### src/rtl/branch_resolver_if.sv
// Bundles the ID enqueue port, CDB snoop port and resolve outputs of the branch resolver.
// No logic here; timing is that of the attached resolver.
// in_ready is the only backpressure signal; CDB and resolve outputs have none.
interface branch_resolver_if #(
  parameter int RSID_WIDTH = 4
);
  logic                  in_valid;
  logic                  in_ready;
  logic [2:0]            in_kind;
  logic                  in_pred_taken;
  logic [31:0]           in_target;
  logic [31:0]           in_fallthrough;
  logic                  in_src1_is_rsid;
  logic                  in_src2_is_rsid;
  logic [31:0]           in_src1;
  logic [31:0]           in_src2;
  logic                  cdb_valid;
  logic [RSID_WIDTH-1:0] cdb_rsid;
  logic [31:0]           cdb_data;
  logic                  resolve_valid;
  logic                  resolve_taken;
  logic                  resolve_mispredict;
  logic [31:0]           redirect_pc;

  modport master (
    output in_valid, in_kind, in_pred_taken, in_target, in_fallthrough,
           in_src1_is_rsid, in_src2_is_rsid, in_src1, in_src2,
           cdb_valid, cdb_rsid, cdb_data,
    input  in_ready, resolve_valid, resolve_taken, resolve_mispredict, redirect_pc
  );

  modport slave (
    input  in_valid, in_kind, in_pred_taken, in_target, in_fallthrough,
           in_src1_is_rsid, in_src2_is_rsid, in_src1, in_src2,
           cdb_valid, cdb_rsid, cdb_data,
    output in_ready, resolve_valid, resolve_taken, resolve_mispredict, redirect_pc
  );
endinterface

### src/rtl/branch_resolver.sv
// In-order branch/JR resolution queue; pending operands are captured from the CDB.
// Resolve outputs registered: one cycle after the head has all operands ready in storage.
// in_ready = count < DEPTH (combinational from count only); resolve side has no backpressure.
module branch_resolver #(
  parameter int DEPTH      = 4,
  parameter int RSID_WIDTH = 4
) (
  input logic clk,
  input logic rst,
  input logic flush,
  branch_resolver_if.slave bus
);
  localparam int PW = $clog2(DEPTH);

  // Entry storage; a pending operand keeps its RSID tag in the low bits of its value.
  logic [2:0]  e_kind   [DEPTH];
  logic        e_pred   [DEPTH];
  logic [31:0] e_target [DEPTH];
  logic [31:0] e_fall   [DEPTH];
  logic [31:0] e_a      [DEPTH];
  logic [31:0] e_b      [DEPTH];
  logic        e_a_rdy  [DEPTH];
  logic        e_b_rdy  [DEPTH];
  logic        e_vld    [DEPTH];

  logic [PW-1:0] head, tail;
  logic [PW:0]   count;

  logic        enq, do_res, clr;
  logic [2:0]  h_kind;
  logic [31:0] a, b;
  logic        need_b, cond, taken, mispred;
  logic [31:0] redir;
  logic        a_hit, b_hit;

  logic        res_vld, res_taken, res_mispred;
  logic [31:0] res_pc;

  assign bus.in_ready = (count < (PW+1)'(DEPTH));
  assign enq = bus.in_valid && bus.in_ready;

  // Same-cycle CDB bypass for the operands being enqueued.
  assign a_hit = bus.in_src1_is_rsid && bus.cdb_valid && (bus.in_src1[RSID_WIDTH-1:0] == bus.cdb_rsid);
  assign b_hit = bus.in_src2_is_rsid && bus.cdb_valid && (bus.in_src2[RSID_WIDTH-1:0] == bus.cdb_rsid);

  // Evaluate the head entry from stored (registered) operands only.
  always_comb begin
    h_kind  = e_kind[head];
    a       = e_a[head];
    b       = e_b[head];
    need_b  = (h_kind < 3'd2);
    do_res  = (count != '0) && e_a_rdy[head] && (!need_b || e_b_rdy[head]);
    cond    = 1'b1;
    case (h_kind)
      3'd0:    cond = (a == b);
      3'd1:    cond = (a != b);
      3'd2:    cond = !a[31] && (a != 32'd0);
      3'd3:    cond = a[31] || (a == 32'd0);
      3'd4:    cond = a[31];
      3'd5:    cond = !a[31];
      default: cond = 1'b1;
    endcase
    taken = cond;
    if (h_kind >= 3'd6) begin
      mispred = !e_pred[head] || (a != e_target[head]);
      redir   = a;
    end else begin
      mispred = (cond != e_pred[head]);
      redir   = cond ? e_target[head] : e_fall[head];
    end
    clr = flush || (do_res && mispred);
  end

  // Queue control: pointers, count and entry-valid bits; a clear drops any same-cycle enqueue.
  always_ff @(posedge clk) begin
    if (rst || clr) begin
      head  <= '0;
      tail  <= '0;
      count <= '0;
      for (int i = 0; i < DEPTH; i++) e_vld[i] <= 1'b0;
    end else begin
      if (enq) begin
        e_vld[tail] <= 1'b1;
        tail        <= tail + PW'(1);
      end
      if (do_res) begin
        e_vld[head] <= 1'b0;
        head        <= head + PW'(1);
      end
      case ({enq, do_res})
        2'b10:   count <= count + (PW+1)'(1);
        2'b01:   count <= count - (PW+1)'(1);
        default: count <= count;
      endcase
    end
  end

  // Entry payload: CDB snoop on waiting operands, then the enqueue write at tail.
  always_ff @(posedge clk) begin
    for (int i = 0; i < DEPTH; i++) begin
      if (bus.cdb_valid && e_vld[i] && !e_a_rdy[i] && (e_a[i][RSID_WIDTH-1:0] == bus.cdb_rsid)) begin
        e_a[i]     <= bus.cdb_data;
        e_a_rdy[i] <= 1'b1;
      end
      if (bus.cdb_valid && e_vld[i] && !e_b_rdy[i] && (e_b[i][RSID_WIDTH-1:0] == bus.cdb_rsid)) begin
        e_b[i]     <= bus.cdb_data;
        e_b_rdy[i] <= 1'b1;
      end
    end
    if (enq) begin
      e_kind[tail]   <= bus.in_kind;
      e_pred[tail]   <= bus.in_pred_taken;
      e_target[tail] <= bus.in_target;
      e_fall[tail]   <= bus.in_fallthrough;
      e_a[tail]      <= a_hit ? bus.cdb_data : bus.in_src1;
      e_b[tail]      <= b_hit ? bus.cdb_data : bus.in_src2;
      e_a_rdy[tail]  <= !bus.in_src1_is_rsid || a_hit;
      e_b_rdy[tail]  <= !bus.in_src2_is_rsid || b_hit;
    end
  end

  // Registered resolve outputs; zero when idle, and a same-cycle flush suppresses them.
  always_ff @(posedge clk) begin
    if (rst || flush || !do_res) begin
      res_vld     <= 1'b0;
      res_taken   <= 1'b0;
      res_mispred <= 1'b0;
      res_pc      <= 32'd0;
    end else begin
      res_vld     <= 1'b1;
      res_taken   <= taken;
      res_mispred <= mispred;
      res_pc      <= redir;
    end
  end

  assign bus.resolve_valid      = res_vld;
  assign bus.resolve_taken      = res_taken;
  assign bus.resolve_mispredict = res_mispred;
  assign bus.redirect_pc        = res_pc;
endmodule
### src/flat_wrapper.sv
// flat-port wrapper written by rule: the top's interface ports become plain ports
module branch_resolver_flat 
#(
  parameter int DEPTH      = 4,
  parameter int RSID_WIDTH = 4
)
  (clk, rst, flush, bus_in_valid, bus_in_kind, bus_in_pred_taken, bus_in_target, bus_in_fallthrough, bus_in_src1_is_rsid, bus_in_src2_is_rsid, bus_in_src1, bus_in_src2, bus_cdb_valid, bus_cdb_rsid, bus_cdb_data, bus_in_ready, bus_resolve_valid, bus_resolve_taken, bus_resolve_mispredict, bus_redirect_pc);
  branch_resolver_if #(.RSID_WIDTH(RSID_WIDTH)) bus_i ();
  input logic clk;
  input logic rst;
  input logic flush;
  input wire logic [$bits(bus_i.in_valid)-1:0] bus_in_valid;
  input wire logic [$bits(bus_i.in_kind)-1:0] bus_in_kind;
  input wire logic [$bits(bus_i.in_pred_taken)-1:0] bus_in_pred_taken;
  input wire logic [$bits(bus_i.in_target)-1:0] bus_in_target;
  input wire logic [$bits(bus_i.in_fallthrough)-1:0] bus_in_fallthrough;
  input wire logic [$bits(bus_i.in_src1_is_rsid)-1:0] bus_in_src1_is_rsid;
  input wire logic [$bits(bus_i.in_src2_is_rsid)-1:0] bus_in_src2_is_rsid;
  input wire logic [$bits(bus_i.in_src1)-1:0] bus_in_src1;
  input wire logic [$bits(bus_i.in_src2)-1:0] bus_in_src2;
  input wire logic [$bits(bus_i.cdb_valid)-1:0] bus_cdb_valid;
  input wire logic [$bits(bus_i.cdb_rsid)-1:0] bus_cdb_rsid;
  input wire logic [$bits(bus_i.cdb_data)-1:0] bus_cdb_data;
  output wire logic [$bits(bus_i.in_ready)-1:0] bus_in_ready;
  output wire logic [$bits(bus_i.resolve_valid)-1:0] bus_resolve_valid;
  output wire logic [$bits(bus_i.resolve_taken)-1:0] bus_resolve_taken;
  output wire logic [$bits(bus_i.resolve_mispredict)-1:0] bus_resolve_mispredict;
  output wire logic [$bits(bus_i.redirect_pc)-1:0] bus_redirect_pc;
  assign bus_i.in_valid = bus_in_valid;
  assign bus_i.in_kind = bus_in_kind;
  assign bus_i.in_pred_taken = bus_in_pred_taken;
  assign bus_i.in_target = bus_in_target;
  assign bus_i.in_fallthrough = bus_in_fallthrough;
  assign bus_i.in_src1_is_rsid = bus_in_src1_is_rsid;
  assign bus_i.in_src2_is_rsid = bus_in_src2_is_rsid;
  assign bus_i.in_src1 = bus_in_src1;
  assign bus_i.in_src2 = bus_in_src2;
  assign bus_i.cdb_valid = bus_cdb_valid;
  assign bus_i.cdb_rsid = bus_cdb_rsid;
  assign bus_i.cdb_data = bus_cdb_data;
  assign bus_in_ready = bus_i.in_ready;
  assign bus_resolve_valid = bus_i.resolve_valid;
  assign bus_resolve_taken = bus_i.resolve_taken;
  assign bus_resolve_mispredict = bus_i.resolve_mispredict;
  assign bus_redirect_pc = bus_i.redirect_pc;
  branch_resolver #(.DEPTH(DEPTH), .RSID_WIDTH(RSID_WIDTH)) u_core (.clk(clk), .rst(rst), .flush(flush), .bus(bus_i));
endmodule
### config.mk
export PLATFORM = sky130hd
export DESIGN_NAME = branch_resolver_flat
export DESIGN_NICKNAME = d
export VERILOG_FILES = /design/src/rtl/branch_resolver_if.sv /design/src/rtl/branch_resolver.sv /design/src/flat_wrapper.sv
export SDC_FILE = /design/constraint.sdc
export NUM_CORES = 1
export LEC_CHECK = 0
export CAP_MARGIN = 0
export CELL_PAD_IN_SITES_DETAIL_PLACEMENT = 2
export CELL_PAD_IN_SITES_GLOBAL_PLACEMENT = 2
export CORE_UTILIZATION = 40
export CTS_BUF_LIST = sky130_fd_sc_hd__clkbuf_8
export CTS_CLUSTER_DIAMETER = 80
export CTS_CLUSTER_SIZE = 16
export DETAILED_ROUTE_END_ITERATION = 10
export PLACE_DENSITY = 0.79
export SYNTH_ARGS = -nofsm -noshare
export SYNTH_HDL_FRONTEND = slang
export SYNTH_SLANG_ARGS = --single-unit
### constraint.sdc
create_clock -name clk -period 6.31 [get_ports clk]
set_input_delay 1.893 -clock clk [delete_from_list [all_inputs] [get_ports clk]]
set_output_delay 1.893 -clock clk [all_outputs]
set_load 0.02 [all_outputs]
* Yosys cells after proc, flatten, opt, wreduce, memory -nomap -nowiden
Memories as Yosys holds them, arrays and structs flattened. A register that Yosys moved wholly into a read port is not among the register bits.
Index checks and enable logic that the tools add are counted.
** Storage, ports and cells
- Register bits :: 42
- Bits in writable memories :: 540
- Output and inout port bits :: 36
- Word-level logic and storage cells :: 158
- Memories kept :: 9
** Memories
- u_core.e_a :: words 4, width 32, read ports 5, clocked after Yosys merged registers in 1, wr ports 5, RTL line branch_resolver.sv:20 : logic [31:0] e_a [DEPTH];
- u_core.e_b :: words 4, width 32, read ports 5, clocked after Yosys merged registers in 1, wr ports 5, RTL line branch_resolver.sv:21 : logic [31:0] e_b [DEPTH];
- u_core.e_fall :: words 4, width 32, read ports 1, clocked after Yosys merged registers in 1, wr ports 1, RTL line branch_resolver.sv:19 : logic [31:0] e_fall [DEPTH];
- u_core.e_target :: words 4, width 32, read ports 1, clocked after Yosys merged registers in 1, wr ports 1, RTL line branch_resolver.sv:18 : logic [31:0] e_target [DEPTH];
- u_core.e_kind :: words 4, width 3, read ports 1, clocked after Yosys merged registers in 1, wr ports 1, RTL line branch_resolver.sv:16 : logic [2:0] e_kind [DEPTH];
- u_core.e_a_rdy :: words 4, width 1, read ports 5, clocked after Yosys merged registers in 1, wr ports 5, RTL line branch_resolver.sv:22 : logic e_a_rdy [DEPTH];
- +3 memories
** Operators by class
- Add/sub/neg operators :: 4
- $lt $le $gt $ge :: 3
- Equal/unequal tests :: 21
- Multiplexer cells :: 55
- Reduce and logical (&&, ||, !) cells :: 59
** Operator list (count)
- 32-bit two-way mux :: 4
- 32-bit != test :: 2
- 4-bit equality test :: 10
- 2-bit two-way mux :: 18
- 32-bit equality test :: 1
- 32-bit logical NOT :: 1
- 32-bit nonzero test :: 1
- 1-bit two-way mux :: 31
- 1-bit logical AND :: 29
- 1-bit logical NOT :: 14
- 1-bit logical OR :: 9
- 3-bit by 2-bit equality test with 1-bit output (second input constant) :: 2
- 3-bit equality test (second input constant) :: 2
- 1-bit case mux with 6 select lines :: 1
- 3-bit case mux with 2 select lines :: 1
- 2-bit by 1-bit adder with 2-bit output (second input constant) :: 2
- 3-bit by 1-bit adder with 3-bit output (second input constant) :: 1
- 3-bit by 1-bit equality test with 1-bit output (second input constant) :: 1
- 3-bit >= comparator (second input constant) :: 1
- 3-bit logical NOT :: 1
- 3-bit by 2-bit less-than comparator with 1-bit output (second input constant) :: 1
- 3-bit less-than comparator (second input constant) :: 1
- 3-bit nonzero test :: 1
- 3-bit by 1-bit subtractor with 3-bit output (second input constant) :: 1
- 5 further kinds :: 6

* Depth between registers and ports, before layout
- Depth after elaboration :: 12
- Gate-level depth with buffers :: 16

* Worst setup path before layout
OpenSTA, ideal clock, no wires.
- Path type :: input to register
- Start point :: input bus_cdb_rsid[0]
- End point :: memory u_core.e_a[0][0] (enable)
- Library setup time :: 514 ps
- Arrival :: 5959 ps
- Data required time :: 5796 ps
- Setup slack :: -164 ps
- Stages :: 4
- Path buffers :: 1
- Cell sequence :: clkbuf_1 > xnor2_1 > nand3_1 > o41ai_1
** RTL lines
- from (decl) :: RTL line flat_wrapper.sv:22 : input wire logic [$bits(bus_i.cdb_rsid)-1:0] bus_cdb_rsid;
- to (decl) :: RTL line branch_resolver.sv:20

==> flow_summary_export.csv <==
group,metric,value,unit
power_and_ir_drop,power.combinational.fraction,13.4,%
floorplan,row_count,92,
power_and_ir_drop,power_frac_seq,59.9,%
power_and_ir_drop,power.share.switching,25.80,%
sta,min_period_over_period,74.88,%
sta,slew_headroom,17.77,%
sta,final.setup_skew,0.07673,ns
cells_and_area,fill_cells,5750,
setup_path,worstPathMaxFanout,28,
setup_path,setup.worst_path.end_class,"flop",
global_route,grt_antenna_before_repair,7,
power_and_ir_drop,internal-power,5.471,mW
min_path,worstHoldPathType,"reg2reg",
power_and_ir_drop,worst_ir_drop_vdd,0.1332,mV
sta,max_slew.worst_pin.slew,1.231,ns
drt,vias_per_cell,5.764,
cells_and_area,fin_nets,1830,
sta,setup_repair_after_global_routing_missed_its_margin,"false",
floorplan,pin_count,211,
setup_path,timing.setup.critical_path_class,"reg2reg",
synthesis,synth.cell_area,25940,sq um
setup_path,timing.critical_path.from_type,"flop",
setup_path,worst-endpoint-arrival,5.31,ns
place,gp_congestion,0.8231,
sta,fmaxAchievable,0.2117,GHz
sta,timing.final.hold_violations,0,
clocking,cts_buffers,43,
synthesis,synth.yosys.warnings,0,
setup_path,worstPathRequired,6.89,ns
clocking,cts-resized-gates,0,
cells_and_area,layout-area-overhead-vs-synth,15.65,%
setup_path,critPathMaxStageDelay,0.74,ns
floorplan,initial_utilization,40.82,%
cells_and_area,final_util,47.21,%
synthesis,post_synth_num_cell_types,44,
min_path,hold-path-cell-count,2,
drt,antenna_left,0,
sta,timing_max_transition_violations_final,0,
clocking,cts_tree,"yes",
power_and_ir_drop,report.power.total,7.374,mW
cells_and_area,post_route_cells_drive_above_1_share,30.54,%
clocking,postCtsSetupBuffers,0,
clocking,worst_setup_hold_path_clk_slew,0.12,ns
global_route,grt_util_all_layers,24.16,%
power_and_ir_drop,leakage,9.525,nW
synthesis,synth.avg_cell_area,18.24,sq um
global_route,largest_net_degree_at_the_start_of_global_routing,65,
clocking,htree_levels,2,
power_and_ir_drop,total_switching_power,1.902,mW
setup_path,crit_path_cell_trace,"buf_4, mux4_2, nor4_1, nand4_1, o21bai_2, mux2i_1, a211oi_2, and2_4, buf_4, mux2i_1, a211oi_1",
synthesis,synth_sequential_area_ratio,65.45,%
clocking,clock_insertion_delay_worst_skew,0.69,ns
sta,final-setup-viol-count,0,
place,place.detailed.hpwl,55350,microns
drt,route.detailed.drc,0,
floorplan,core,63540,sq um
sta,finalWorstPathRequiredPeriod,4.725,ns
global_route,grt_pass1_wl,115500,microns
clocking,clock_tree.root_cell,"sky130_fd_sc_hd__clkbuf_8",
floorplan,die_x_extent,256.6,microns
global_route,first_global_vias,16270,
sta,tns,0,ns
global_route,overflow,0,
setup_path,slowest_stage,"sky130_fd_sc_hd__dfxtp_4",
power_and_ir_drop,clkPwrFrac,26.7,%
floorplan,die_y,256.6,microns
run_status,status,"finished clean",
clocking,post_cts_hold_buffer_count,0,
drt,drt_iter0_drc,1133,
clocking,cts.path.max_buffers,3,
clocking,cts_num_sinks,584,
drt,firstDrtPassIters,5,
synthesis,synth_seq_cells,584,
place,port-buffer-count,210,
job,max_cap_violations,0,
drt,dr_total_vias,14540,
floorplan,floorplan.die_area,65870,sq um
drt,route.final.wire_length,79670,microns
setup_path,rr_worst_depth,11,
synthesis,syn_inst,1422,
drt,routed_wire_length_per_instance,31.59,microns
power_and_ir_drop,power_density,245.8,nW/um^2
synthesis,synth.net_count,1607,
[power groups by stage]
stage	Combinational (mW)	Sequential, mW	Clock (mW)
finish	0.990	4.42	1.97
global placement	0.939	4.49	0
global route	1.04	4.43	2.12
CTS	0.995	4.42	2.01
floorplan	0.561	4.48	0
detailed placement	0.987	4.51	0
[worst max-delay path: cells and delay by family (launching register included)]
kind	cells	cell delay, ns
buffers and inverters	2	0.85
AO/OA/AOI/OAI	3	0.78
AND/OR/NAND/NOR	3	1.26
flip-flops	1	0.74
multiplexers	3	0.95
[metrics by stage]
stage	hold WS, ns	cells	worst slack, ns	instance area [sq um]
2_1_floorplan	0.4585	1422	1.402	25970
3_3_place_gp	0.4771	2446	1.391	29230
3_5_place_dp	0.4951	2446	1.284	29230
4_1_cts	0.5236	2519	1.487	29990
5_1_grt	0.5746	2522	1.309	30000
6_report	0.5214	2522	1.585	30000
[state kept, by name, indices dropped and copies added, names as in the netlist, named ones only]
register and cells:
u_core.bus.resolve_mispredict 1, u_core.e_b_rdy 4, u_core.e_a 128, u_core.bus.resolve_taken 1
u_core.tail 2, u_core.count 3, u_core.head 2, u_core.e_pred 4
u_core.e_vld 4, u_core.e_fall 128, u_core.bus.resolve_valid 1, u_core.e_a_rdy 4
u_core.e_target 128, u_core.bus.redirect_pc 32, u_core.e_b 128, u_core.e_kind 12
[logic make-up (layout without fill, tap and decap cells)]
group                    Yosys count  in the layout  synth area share, %
multiplexers                     424            424                23.98
adder cells (fa/ha/maj)           10             10               0.5113
flip-flops                       584            584                65.45
other                              0              3                    0
AO/OA/AOI/OAI                     71             71                2.127
buffers and inverters             92            343                1.867
XOR/XNOR                         107            107                3.613
AND/OR/NAND/NOR                  134            134                2.446
[Yosys cell counts (all sizes together)]
master	number	share of area [%]
nand3	7	0.14
dfxtp	56	4.3
a221oi	1	0.034
clkbuf	50	0.72
nor3	4	0.077
o21ai	3	0.058
edfxtp	528	61
nand3b	1	0.029
o22a	4	0.14
o22ai	1	0.024
mux2	257	11
buf	24	0.88
nand2b	2	0.048
o21bai	1	0.043
o211ai	3	0.11
nor4	18	0.46
nand4	16	0.39
xor2	45	1.5
and3	1	0.024
ha	9	0.43
fa	1	0.077
inv	18	0.26
nor2	64	0.93
mux2i	35	1.4
a31oi	5	0.12
nor2b	2	0.048
mux4	132	11
and2	1	0.034
a21oi	6	0.12
o41ai	5	0.17
xnor2	62	2.1
o311ai	2	0.068
nand2	17	0.25
o31ai	2	0.058
a211oi	38	1.2
and4	1	0.034
[path summary, 6_finish.rpt]
kind,from,to,slack (ns)
worst max register to register,flop,u_core.bus.redirect_pc[27],1.59
worst min-delay path,u_core.count[1],u_core.count[1],0.52
worst max-delay path,flop,u_core.bus.redirect_pc[27],1.59
worst min register to register,u_core.count[1],u_core.count[1],0.52
[layer usage]
metal / track usage, % / up-vias / routed length [microns]
li1: - / 6134 / -
met1: 30.63 / 7836 / 32070
met2: 42.74 / 449 / 41460
met3: 3.648 / 111 / 4016
met4: 6.845 / 6 / 2086
met5: 0 / - / 36
[layout make-up]
cell class | instances | area (sq um) | area share (%)
antenna | 3 | 7.507 | 0.02503
clock buffer | 45 | 619.3 | 2.065
clock inverter | 28 | 141.4 | 0.4713
inverter | 18 | 67.56 | 0.2252
multi-input combinational | 746 | 8640 | 28.80
sequential | 584 | 16980 | 56.62
tap | 846 | 1059 | 3.529
timing repair buffer | 252 | 2480 | 8.267
[cells in the final DEF, fill, tap and decap left out, types with 3 or more instances in the layout]
cell,Yosys,layout
sky130_fd_sc_hd__mux2_2,256,256
sky130_fd_sc_hd__a211oi_1,33,33
sky130_fd_sc_hd__inv_2,0,4
sky130_fd_sc_hd__a211oi_2,5,5
sky130_fd_sc_hd__diode_2,0,3
sky130_fd_sc_hd__o41ai_4,0,5
sky130_fd_sc_hd__nand4_1,16,16
sky130_fd_sc_hd__mux4_2,132,132
sky130_fd_sc_hd__buf_12,4,5
sky130_fd_sc_hd__nor2_1,64,56
sky130_fd_sc_hd__xnor2_1,62,62
sky130_fd_sc_hd__xor2_1,45,45
sky130_fd_sc_hd__a21oi_1,6,6
sky130_fd_sc_hd__nand3_1,7,7
sky130_fd_sc_hd__clkdlybuf4s50_1,0,210
sky130_fd_sc_hd__mux2i_1,35,35
sky130_fd_sc_hd__a31oi_1,5,5
sky130_fd_sc_hd__o21ai_0,3,3
sky130_fd_sc_hd__nor4_1,17,16
sky130_fd_sc_hd__edfxtp_1,528,528
sky130_fd_sc_hd__nor3_1,4,4
sky130_fd_sc_hd__dfxtp_1,56,54
sky130_fd_sc_hd__nor2_4,0,8
sky130_fd_sc_hd__inv_1,18,37
sky130_fd_sc_hd__ha_1,9,9
sky130_fd_sc_hd__nand2_1,17,16
sky130_fd_sc_hd__o22a_1,4,4
sky130_fd_sc_hd__clkbuf_8,0,45
sky130_fd_sc_hd__buf_4,5,37
No activity file was read; power rests on OpenSTA's default activity.
